--- src/rtl/sram_master.sv ---
// sram_master
//   Command-driven byte master for an asynchronous-SRAM bridge. It executes
//   a single command at a time: write byte, read byte, fill a range with a
//   pattern, or sum a range of bytes. Each bus access holds the strobes for
//   WAIT_CYCLES+1 cycles. A one-cycle GAP with all strobes released follows
//   every access.
//
// Parameters
//   WAIT_CYCLES  extra cycles each access is held beyond the first (0..15)
//
// Ports
//   clk, reset                 clock; asynchronous active-high reset
//   cmd_valid / cmd_ready      command handshake (ready only while idle)
//   cmd_op                     0=write byte, 1=read byte, 2=fill, 3=sum
//   cmd_addr, cmd_len          start address; byte count for ops 2/3
//   cmd_data                   write byte / fill pattern
//   rsp_valid, rsp_data        one-cycle completion pulse and result
//   m_chipselect_n, m_byteenable_n, m_write_n, m_read_n
//                              active-low registered bus strobes
//   m_address, m_writedata     registered bus address / write data
//   m_readdata                 bus read data, sampled at the end of an access
module sram_master #(
    parameter int WAIT_CYCLES = 1
) (
    input  logic        clk,
    input  logic        reset,
    input  logic        cmd_valid,
    output logic        cmd_ready,
    input  logic [1:0]  cmd_op,
    input  logic [16:0] cmd_addr,
    input  logic [16:0] cmd_len,
    input  logic [7:0]  cmd_data,
    output logic        rsp_valid,
    output logic [15:0] rsp_data,
    output logic        m_chipselect_n,
    output logic        m_byteenable_n,
    output logic        m_write_n,
    output logic        m_read_n,
    output logic [16:0] m_address,
    output logic [7:0]  m_writedata,
    input  logic [7:0]  m_readdata
);

    typedef enum logic [1:0] {IDLE, ACCESS, GAP, DONE} state_t;

    localparam logic [3:0] WAIT_LAST = 4'(WAIT_CYCLES);

    state_t      state_reg, state_next;
    logic [1:0]  op_reg, op_next;
    logic [16:0] remaining_reg, remaining_next;
    logic [3:0]  wait_cnt_reg, wait_cnt_next;
    logic [15:0] sum_reg, sum_next;
    logic [16:0] address_reg, address_next;
    logic [7:0]  writedata_reg, writedata_next;
    logic        cs_n_reg, cs_n_next;
    logic        write_n_reg, write_n_next;
    logic        read_n_reg, read_n_next;
    logic        rsp_valid_reg, rsp_valid_next;
    logic [15:0] rsp_data_reg, rsp_data_next;

    // op bit 0 selects read (ops 1/3); op bit 1 selects range ops (2/3).
    always_comb begin
        state_next     = state_reg;
        op_next        = op_reg;
        remaining_next = remaining_reg;
        wait_cnt_next  = wait_cnt_reg;
        sum_next       = sum_reg;
        address_next   = address_reg;
        writedata_next = writedata_reg;
        cs_n_next      = cs_n_reg;
        write_n_next   = write_n_reg;
        read_n_next    = read_n_reg;
        rsp_valid_next = 1'b0;
        rsp_data_next  = rsp_data_reg;

        case (state_reg)
            IDLE: begin
                if (cmd_valid) begin
                    op_next        = cmd_op;
                    address_next   = cmd_addr;
                    writedata_next = cmd_data;
                    sum_next       = 16'h0000;
                    wait_cnt_next  = 4'd0;
                    remaining_next = cmd_op[1] ? cmd_len : 17'd1;
                    if (cmd_op[1] && (cmd_len == 17'd0)) begin
                        // Empty range: complete without touching the bus.
                        state_next     = DONE;
                        rsp_valid_next = 1'b1;
                        rsp_data_next  = 16'h0000;
                    end else begin
                        // Strobes are registered, so assert them on the
                        // accept edge to have them valid in the first ACCESS cycle.
                        state_next   = ACCESS;
                        cs_n_next    = 1'b0;
                        write_n_next = cmd_op[0];
                        read_n_next  = ~cmd_op[0];
                    end
                end
            end

            ACCESS: begin
                if (wait_cnt_reg == WAIT_LAST) begin
                    // Last access cycle: read data is valid at this edge.
                    state_next     = GAP;
                    cs_n_next      = 1'b1;
                    write_n_next   = 1'b1;
                    read_n_next    = 1'b1;
                    remaining_next = remaining_reg - 17'd1;
                    if (op_reg[0]) begin
                        sum_next = sum_reg + {8'h00, m_readdata};
                    end
                end else begin
                    wait_cnt_next = wait_cnt_reg + 4'd1;
                end
            end

            GAP: begin
                if (remaining_reg != 17'd0) begin
                    // 17-bit add wraps 0x1FFFF to 0x00000 naturally.
                    state_next    = ACCESS;
                    address_next  = address_reg + 17'd1;
                    wait_cnt_next = 4'd0;
                    cs_n_next     = 1'b0;
                    write_n_next  = op_reg[0];
                    read_n_next   = ~op_reg[0];
                end else begin
                    state_next     = DONE;
                    rsp_valid_next = 1'b1;
                    // For a single read the sum is just the byte read.
                    rsp_data_next  = op_reg[0] ? sum_reg : 16'h0000;
                end
            end

            DONE: begin
                state_next = IDLE;
            end
        endcase
    end

    always_ff @(posedge clk or posedge reset) begin
        if (reset) begin
            state_reg     <= IDLE;
            op_reg        <= 2'd0;
            remaining_reg <= 17'd0;
            wait_cnt_reg  <= 4'd0;
            sum_reg       <= 16'h0000;
            address_reg   <= 17'd0;
            writedata_reg <= 8'h00;
            cs_n_reg      <= 1'b1;
            write_n_reg   <= 1'b1;
            read_n_reg    <= 1'b1;
            rsp_valid_reg <= 1'b0;
            rsp_data_reg  <= 16'h0000;
        end else begin
            state_reg     <= state_next;
            op_reg        <= op_next;
            remaining_reg <= remaining_next;
            wait_cnt_reg  <= wait_cnt_next;
            sum_reg       <= sum_next;
            address_reg   <= address_next;
            writedata_reg <= writedata_next;
            cs_n_reg      <= cs_n_next;
            write_n_reg   <= write_n_next;
            read_n_reg    <= read_n_next;
            rsp_valid_reg <= rsp_valid_next;
            rsp_data_reg  <= rsp_data_next;
        end
    end

    assign cmd_ready      = (state_reg == IDLE);
    assign rsp_valid      = rsp_valid_reg;
    assign rsp_data       = rsp_data_reg;
    assign m_chipselect_n = cs_n_reg;
    assign m_byteenable_n = cs_n_reg;
    assign m_write_n      = write_n_reg;
    assign m_read_n       = read_n_reg;
    assign m_address      = address_reg;
    assign m_writedata    = writedata_reg;

endmodule

--- config.mk ---
export PLATFORM = sky130hd
export DESIGN_NAME = sram_master
export DESIGN_NICKNAME = d
export VERILOG_FILES = /design/src/rtl/sram_master.sv
export SDC_FILE = /design/constraint.sdc
export NUM_CORES = 1
export LEC_CHECK = 0
export CAP_MARGIN = 20
export CORE_MARGIN = 5
export CORE_UTILIZATION = 52
export DETAILED_ROUTE_END_ITERATION = 6
export PLACE_DENSITY = 0.81
export SYNTH_ARGS = -nofsm -noshare
export SYNTH_HDL_FRONTEND = slang
export SYNTH_SLANG_ARGS = --single-unit
--- constraint.sdc ---
create_clock -name clk -period 3 [get_ports clk]
set_input_delay 0.45 -clock clk [delete_from_list [all_inputs] [get_ports clk]]
set_output_delay 0.45 -clock clk [all_outputs]
set_load 0.01 [all_outputs]
-- After elaboration in Yosys (flattened, before gate mapping)
Index checks and enable logic that the tools add are counted.
- $add $sub $neg: 4
- equality and inequality tests: 12
- mux-type cells: 42
- bitwise logic cells: 2
- reductions and logical operators: 15
- operators with widths (kind ; number):
    16-bit two-way mux ; 7
    17-bit two-way mux ; 5
    17-bit case mux with 2 select lines ; 2
    16-bit case mux with 2 select lines ; 2
    17-bit by 1-bit adder with 17-bit output, second input constant ; 1
    17-bit logical NOT ; 1
    17-bit nonzero test ; 1
    17-bit by 1-bit subtractor with 17-bit output, second input constant ; 1
    16-bit by 8-bit adder with 16-bit output ; 1
    2-bit != test, second input constant ; 7
    1-bit two-way mux ; 13
    4-bit two-way mux ; 3
    4-bit case mux with 3 select lines ; 1
    4-bit AND reduction ; 3
    1-bit case mux with 3 select lines ; 3
    2-bit two-way mux ; 4
    2-bit case mux with 4 select lines ; 1
    3-bit AND reduction ; 2
    5-bit AND reduction ; 1
    4-bit by 1-bit adder with 4-bit output, second input constant ; 1
    2-bit equality test, second input constant ; 2
    4-bit by 1-bit equality test with 1-bit output, second input constant ; 1
    2-bit AND reduction ; 2
    2-bit nonzero test ; 2
    7 further kinds ; 8
- bits in registers: 85
- bits of input ports: 55
- output and inout bits: 47
- word-level logic and storage cells: 87

-- Longest topological paths before layout
Gate-level depths: netlist (run 1).
- depth in word-level cells: 5
- mapped depth: 10

-- Worst setup path after synthesis (run 1)
Ideal clock, no wire load.
- path kind: input to register
- start: input port m_readdata[0]
- end: register sum_reg[10]
- library setup time: 0.077 ns
- arrival: 2.095 ns
- path slack: 0.827 ns
- stages on the path: 8
- buffers on the path: 0
- cells stage by stage: ha_1 -> inv_1 -> fa_1 -> nand2b_1 -> a21oi_1 -> nor3_1 -> or4_1 -> a21oi_1
- longest elaborated chain between the ends: 4
- ends and longest elaborated chain (element ; line ; text):
    from (decl) ; 41 ; input logic [7:0] m_readdata
    16-bit by 8-bit adder with 16-bit output ; 110 ; sum_next = sum_reg + {8'h00, m_readdata};
    16-bit two-way mux ; 109 ; if (op_reg[0]) begin
    16-bit two-way mux ; 102 ; if (wait_cnt_reg == WAIT_LAST) begin
    16-bit case mux with 2 select lines ; 76 ; case (state_reg)
    to (signal assigned) ; 159 ; sum_reg <= sum_next;
    to (decl) ; 52 ; logic [15:0] sum_reg, sum_next;
No other way between the ends. The select of a mux whose other input is x is not followed.
A chain may end at the register's enable or synchronous reset.

-- Worst setup path in the final report (run 1)
Ends and elaborated chain as after synthesis.

==> results.md, run 1 <==
* Synth warnings at 0
* Post-Syn Area per Cell at 9.58 µm²
* XOR/XNOR Fraction of Synth Area at 0.709%
* Die ar. at 11600 µm²
* # setup viols final at 0
* Die Width at 107 µm
* Worst r2r src: state_reg[1]
* Hold Slack at 510 ps
* Mux cell area share after synthesis at 4.18%
* Fin nets at 693
* CTS Sinks at 85
* Number of synthesized flops with an enable pin at 0
* Outcome: finished clean
* Distinct cells, synth at 69
* Comb pwr share at 51.3%
* Sw Ratio at 42.3%
* Cts bufs inserted at 9
* Initial drt markers at 251
* Aggregate global-route resource usage at 22.7%
* Vias in the first global route at 4315
* Max-cap violation count at 0
* Fillers at 717
* Int Power at 3.49 mW
* Post-DP HPWL at 9.34 mm
* DRC at 0
* IO Pins at 102
* Fin. max-slew vios at 0
* First-pass GRT wire length at 21.4 mm
* CTS tree: done
* P&R area growth vs syn at 28.7%
* Clk_skew at 14.0 ps
* H-tree levels at 3
* Nature of the critical path endpoint: flip-flop
* Simple-gate share of the synthesized area at 18.8%
* Switching power at 2.56 mW
* Share of cells above drive strength 1 at 10.6%
* Flop pwr share at 32.4%
* DR vias at 4524
* Synthesis-stage register bit count at 85
* Largest area contributor in the netlist: dfrtp_1
* Number of I/O port buffers at 101
* # rows at 35
* Peak supply drop at 502 µV
* Die Ht at 107 µm
* Register area share after synthesis at 43.1%
* Worst setup startpoint: m_readdata[0]
* Sum Neg Setup Slack at 0 ps
* Post-Synthesis Cells at 516
* Power Density at 950 nW/µm²
* Post-Synth Adder-Cell Area at 4.71%
* Worst Max-Slew Pin Slew at 740 ps
* Critical path arrival at 2780 ps
* Count of hold buffers inserted by post-cts repair at 0
* Post-synth top area share at 41.5%
* Compound-Gate Fraction of Synth Area at 24.2%
* Final GP Congestion at 0.849
* Final Hold Viols at 0
* Slew margin rel. at 50.6%
* Startpoint Class: input pin
* Vias/cell at 6.00
* Initial antenna violation count at 0
* Post-synthesis instance area at 4940 µm²
* R2R setup slack at 650 ps
* Antenna Nets Post-Route at 0
* Post-synth top cells: dfrtp_1, a21oi_1, o21ai_0
* Combinational family with the most area after synthesis: compound AO/OA/AOI/OAI gates
* Final wirelength at 12.9 mm
* Core Area at 9240 µm²
* CP Data Required Time at 3290 ps
* CP max FO at 4
* Total grt overflow at 0
* Pleak at 2.66 nW
* RSZ-0062 raised after global routing: false
* Most common cell in the netlist: dfrtp_1
* CP Class: in2reg
* Synth Flop Type: dfrtp_1
* Starting Density at 53.5%
* Setup repair bufs after CTS at 0
* Mapped Nets at 589
* Clock power share at 16.3%
* Hold Path Class: in2async
* Ant. Diodes at 0
* Post-layout min period at 2490 ps
* Mean routed wirelength per cell at 17.1 µm
* Clock-pin slew on the worst setup and hold paths at 90 ps
* Peak Freq at 401 MHz
* Tcrit/Tclk final at 83.1%
* Ys async rst share at 100%
* Longest Clk Path Bufs at 2
* Total of cells resized after clock tree synthesis at 0
* Largest net degree at the start of global routing at 42
* Top post-synthesis cells by area: dfrtp_1, a21oi_1, o21ai_0, ha_1, nand2_1
* Worst-skew pair later-pin latency at 370 ps
* DR pass1 iterations at 5
* Clk Tree Root Cell: clkbuf_8
[power by group through the flow]
stage | Sequential [mW] | Combinational, mW | Clock [mW]
after CTS | 1.95 | 3.10 | 0.994
after floorplan | 1.97 | 2.02 | 0
after detailed placement | 1.97 | 3.08 | 0
after global placement | 1.94 | 2.97 | 0
final | 1.96 | 3.10 | 0.987
after global routing | 2.02 | 3.42 | 1.04
[worst max-delay path, cell delays in order]
cell	delay, ps
clkdlybuf4s50_1	460
ha_1	190
inv_1	60
fa_1	400
nand2b_1	200
a21oi_1	230
nor3_1	140
or4_1	490
a21oi_1	150
[path summary, 6_finish.rpt]
path,to,cells after the start
max in group asynchronous,m_byteenable_n,3
hold reg to reg,rsp_data[3],1
hold / removal,m_writedata[4],2
setup reg to reg,sum_reg[13],7
setup / recovery,sum_reg[10],9
min in group clk,rsp_data[3],1
[metal layers]
layer / GRT usage, % / share of wire [%]
met1: 30.4 / 43
met2: 38.3 / 50
met3: 3.48 / 4.8
met4: 6.76 / 1.5
met5: 0 / 0
[stage by stage]
step / setup WS, ps / utilization (%) / std cells / cell area (µm²) / total power, mW
after floorplan: 361 / - / 516 / 4940 / 3.98
after global placement: 262 / 66.3 / 738 / 6120 / 4.91
after detailed placement: 189 / 66.3 / 738 / 6120 / 5.04
after CTS: 537 / 68.8 / 754 / 6360 / 6.04
after global routing: 442 / 68.8 / 754 / 6360 / 6.49
final: 506 / 68.8 / 754 / 6360 / 6.04
[cell usage in the layout (no fill, tap or decap), drive strengths merged, types with 8 or more instances in the layout]
cell type / netlist / layout
nand3: 15 / 15
clkbuf: 13 / 10
nand4: 10 / 10
o21ai: 51 / 51
nor4: 14 / 14
nand2b: 8 / 8
o31ai: 9 / 9
buf: 11 / 16
clkdlybuf4s50: 0 / 101
nor2: 25 / 25
mux2: 12 / 12
dfrtp: 82 / 82
nand2: 38 / 38
nor3: 14 / 14
o22ai: 8 / 8
ha: 17 / 17
inv: 22 / 21
a22o: 19 / 19
and3: 10 / 10
a21oi: 50 / 50
[final cells by class]
class	instances	area [µm²]	share of cell area [%]
tap	129	161	2.54
clock inverter	6	111	1.75
inverter	23	87.6	1.38
timing repair buffer	117	1140	18.0
multi-input combinational	384	2600	40.9
sequential	85	2130	33.5
clock buffer	10	128	2.01
[cell families (layout without fill, tap and decap cells)]
logic type      after synthesis  count (layout)
compound gates              184             184
xor+xnor                      4               4
fa+ha+maj                    18              18
buf+inv                      47             156
flops                        85              85
mux                          18              18
simple gates                160             160
(Power assumes the default switching activity.)
==> run 2: changes to the inputs <==
clock period = 2.5 ns   (was 3 ns; I/O delays follow)
==> results.md, run 2 (synthesis gave the netlist of run 1 again) <==
* Final GP Congestion at 0.974 (was 0.849)
* Initial antenna violation count at 0 (unchanged)
* Slew margin rel. at 67.4% (was 50.6%)
* DR vias at 4652 (was 4524)
* CTS tree: done (unchanged)
* Starting Density at 53.5% (unchanged)
* Die ar. at 11600 µm² (unchanged)
* # setup viols final at 0 (unchanged)
* Max stage delay on crit path at 470 ps (was 490 ps)
* Commonest non-fill, non-tap cells in the layout: clkdlybuf4s50_1, dfrtp_1, a21oi_1, o21ai_0, nand2_1 (unchanged)
* IO Pins at 102 (unchanged)
* Vias/cell at 6.07 (was 6.00)
* Total of cells resized after clock tree synthesis at 0 (unchanged)
* Final Hold Viols at 0 (unchanged)
* DRC at 0 (unchanged)
* Number of I/O port buffers at 101 (unchanged)
* Worst path most repeated cell: a21oi_1 (unchanged)
* Post-DP HPWL at 9.59 mm (was 9.34 mm)
* P&R area growth vs syn at 30.9% (was 28.7%)
* Critical path arrival at 2550 ps (was 2780 ps)
* Sum Neg Setup Slack at 0 ps (unchanged)
* Clk Tree Root Cell: clkbuf_8 (unchanged)
* Largest net degree at the start of global routing at 86 (was 42)
* Post-layout util at 70.0% (was 68.8%)
* Vias in the first global route at 4519 (was 4315)
* Peak supply drop at 624 µV (was 502 µV)
* First-pass GRT wire length at 21.8 mm (was 21.4 mm)
* Max-cap violation count at 0 (unchanged)
* Total grt overflow at 0 (unchanged)
* Peak Freq at 441 MHz
* Tcrit/Tclk final at 90.7%
* Outcome: finished clean (unchanged)
* Aggregate global-route resource usage at 23.2% (was 22.7%)
* Crit-path cells: clkdlybuf4s50_1, ha_1, inv_1, fa_1, nand2b_1, a21oi_1, nor3_1, or4_1, a21oi_1 (unchanged)
* Die Width at 107 µm (unchanged)
* Pleak at 2.72 nW (was 2.66 nW)
* Clock-pin slew on the worst setup and hold paths at 90 ps (about the same)
* Cts bufs inserted at 9 (unchanged)
* Final wirelength at 13.2 mm (was 12.9 mm)
* Share of cells above drive strength 1 at 12.5% (was 10.6%)
* Fin. max-slew vios at 0 (unchanged)
* H-tree levels at 3 (unchanged)
* Worst Max-Slew Pin Slew at 487 ps (was 740 ps)
* Antenna Nets Post-Route at 0 (unchanged)
* Setup repair bufs after CTS at 0 (unchanged)
* CP Data Required Time at 2780 ps (was 3290 ps)
* RSZ-0062 raised after global routing: false (unchanged)
* Die Ht at 107 µm (unchanged)
* Core Area at 9240 µm² (unchanged)
* Hold Slack at 473 ps (was 510 ps)
* R2R setup slack at 290 ps (was 650 ps)
* Most common cell after layout, fill and taps aside: clkdlybuf4s50_1 (unchanged)
* CP Class: in2reg (unchanged)
* Hold Path Class: in2async (unchanged)
* CP max stage cell: or4_1 (unchanged)
* Placed Area at 6230 µm² (was 6120 µm²)
* Tot Pwr at 7.33 mW (was 6.04 mW)
* Startpoint Class: input pin (unchanged)
* Worst r2r src: remaining_reg[0] (was state_reg[1])
* Count of hold buffers inserted by post-cts repair at 0 (unchanged)
* Longest Clk Path Bufs at 2 (unchanged)
* DR pass1 iterations at 5 (unchanged)
* Post-layout min period at 2270 ps
* Final non-filler cell area at 6470 µm² (was 6360 µm²)
* Fin nets at 706 (was 693)
* Clk_skew at 15.1 ps (was 14.0 ps)
* R2r endpoint: m_address[3] (was sum_reg[13])
* Mean routed wirelength per cell at 17.3 µm (was 17.1 µm)
* Power Density at 1130 nW/µm² (was 950 nW/µm²)
* Worst-skew pair later-pin latency at 370 ps (about the same)
* CP max FO at 3 (was 4)
* CTS Sinks at 85 (unchanged)
* # rows at 35 (unchanged)
* Ant. Diodes at 0 (unchanged)
* Nature of the critical path endpoint: flip-flop (unchanged)
* Initial drt markers at 330 (was 251)
* Reg2Reg Depth at 8 (was 7)
[run 2: metal layers]
| metal | routed length, µm | share of wire, % | track usage (%) |
|---|---|---|---|
| met1 | 5550 | 42 | 30.7 |
| met2 | 6580 | 50 | 38.6 |
| met5 | 0 | 0 | 0 |
| met3 | 797 | 6.0 | 3.60 |
| met4 | 317 | 2.4 | 8.66 |
[run 2: layout make-up]
| type | instances | area [µm²] |
|---|---|---|
| clock inverters | 6 | 93.8 |
| multi-input cells | 384 | 2600 |
| well taps | 129 | 161 |
| flip-flops and latches | 85 | 2130 |
| inverters | 23 | 90.1 |
| repair buffers | 130 | 1250 |
| clock buffers | 10 | 138 |
| fillers | 676 | 2770 |
[run 2: power by group]
part           switching (mW)  internal [mW]
combinational            2.08           1.78
clock                   0.528          0.599
sequential              0.511           1.84
total                    3.12           4.22
[run 2: worst max-delay path by stage]
stage,from,to
6_report,m_readdata[0],sum_reg[10]
5_1_grt,m_readdata[0],sum_reg[10]
4_1_cts,m_readdata[0],sum_reg[10]
3_5_place_dp,m_readdata[0],sum_reg[10]
3_3_place_gp,m_readdata[0],sum_reg[10]
2_1_floorplan,m_readdata[0],sum_reg[10]
[run 2: critical path, delay by kind of cell]
family | cells | cell delay (ps)
buffers and inverters | 2 | 520
adder cells (fa/ha/maj) | 2 | 560
AND/OR/NAND/NOR | 3 | 750
AO/OA/AOI/OAI | 2 | 340
[run 2: metrics by stage]
step	setup WS (ps)	cells
global placement	-77.8	751
floorplan	402	516
global route	89.4	767
finish	233	767
CTS	222	767
detailed placement	-109	751
==> run 3: changes to the inputs <==
CAP_MARGIN = unset   (was 20)
==> results of run 3 <==
The final DEF is identical to that of run 2; final timing and power are the same.
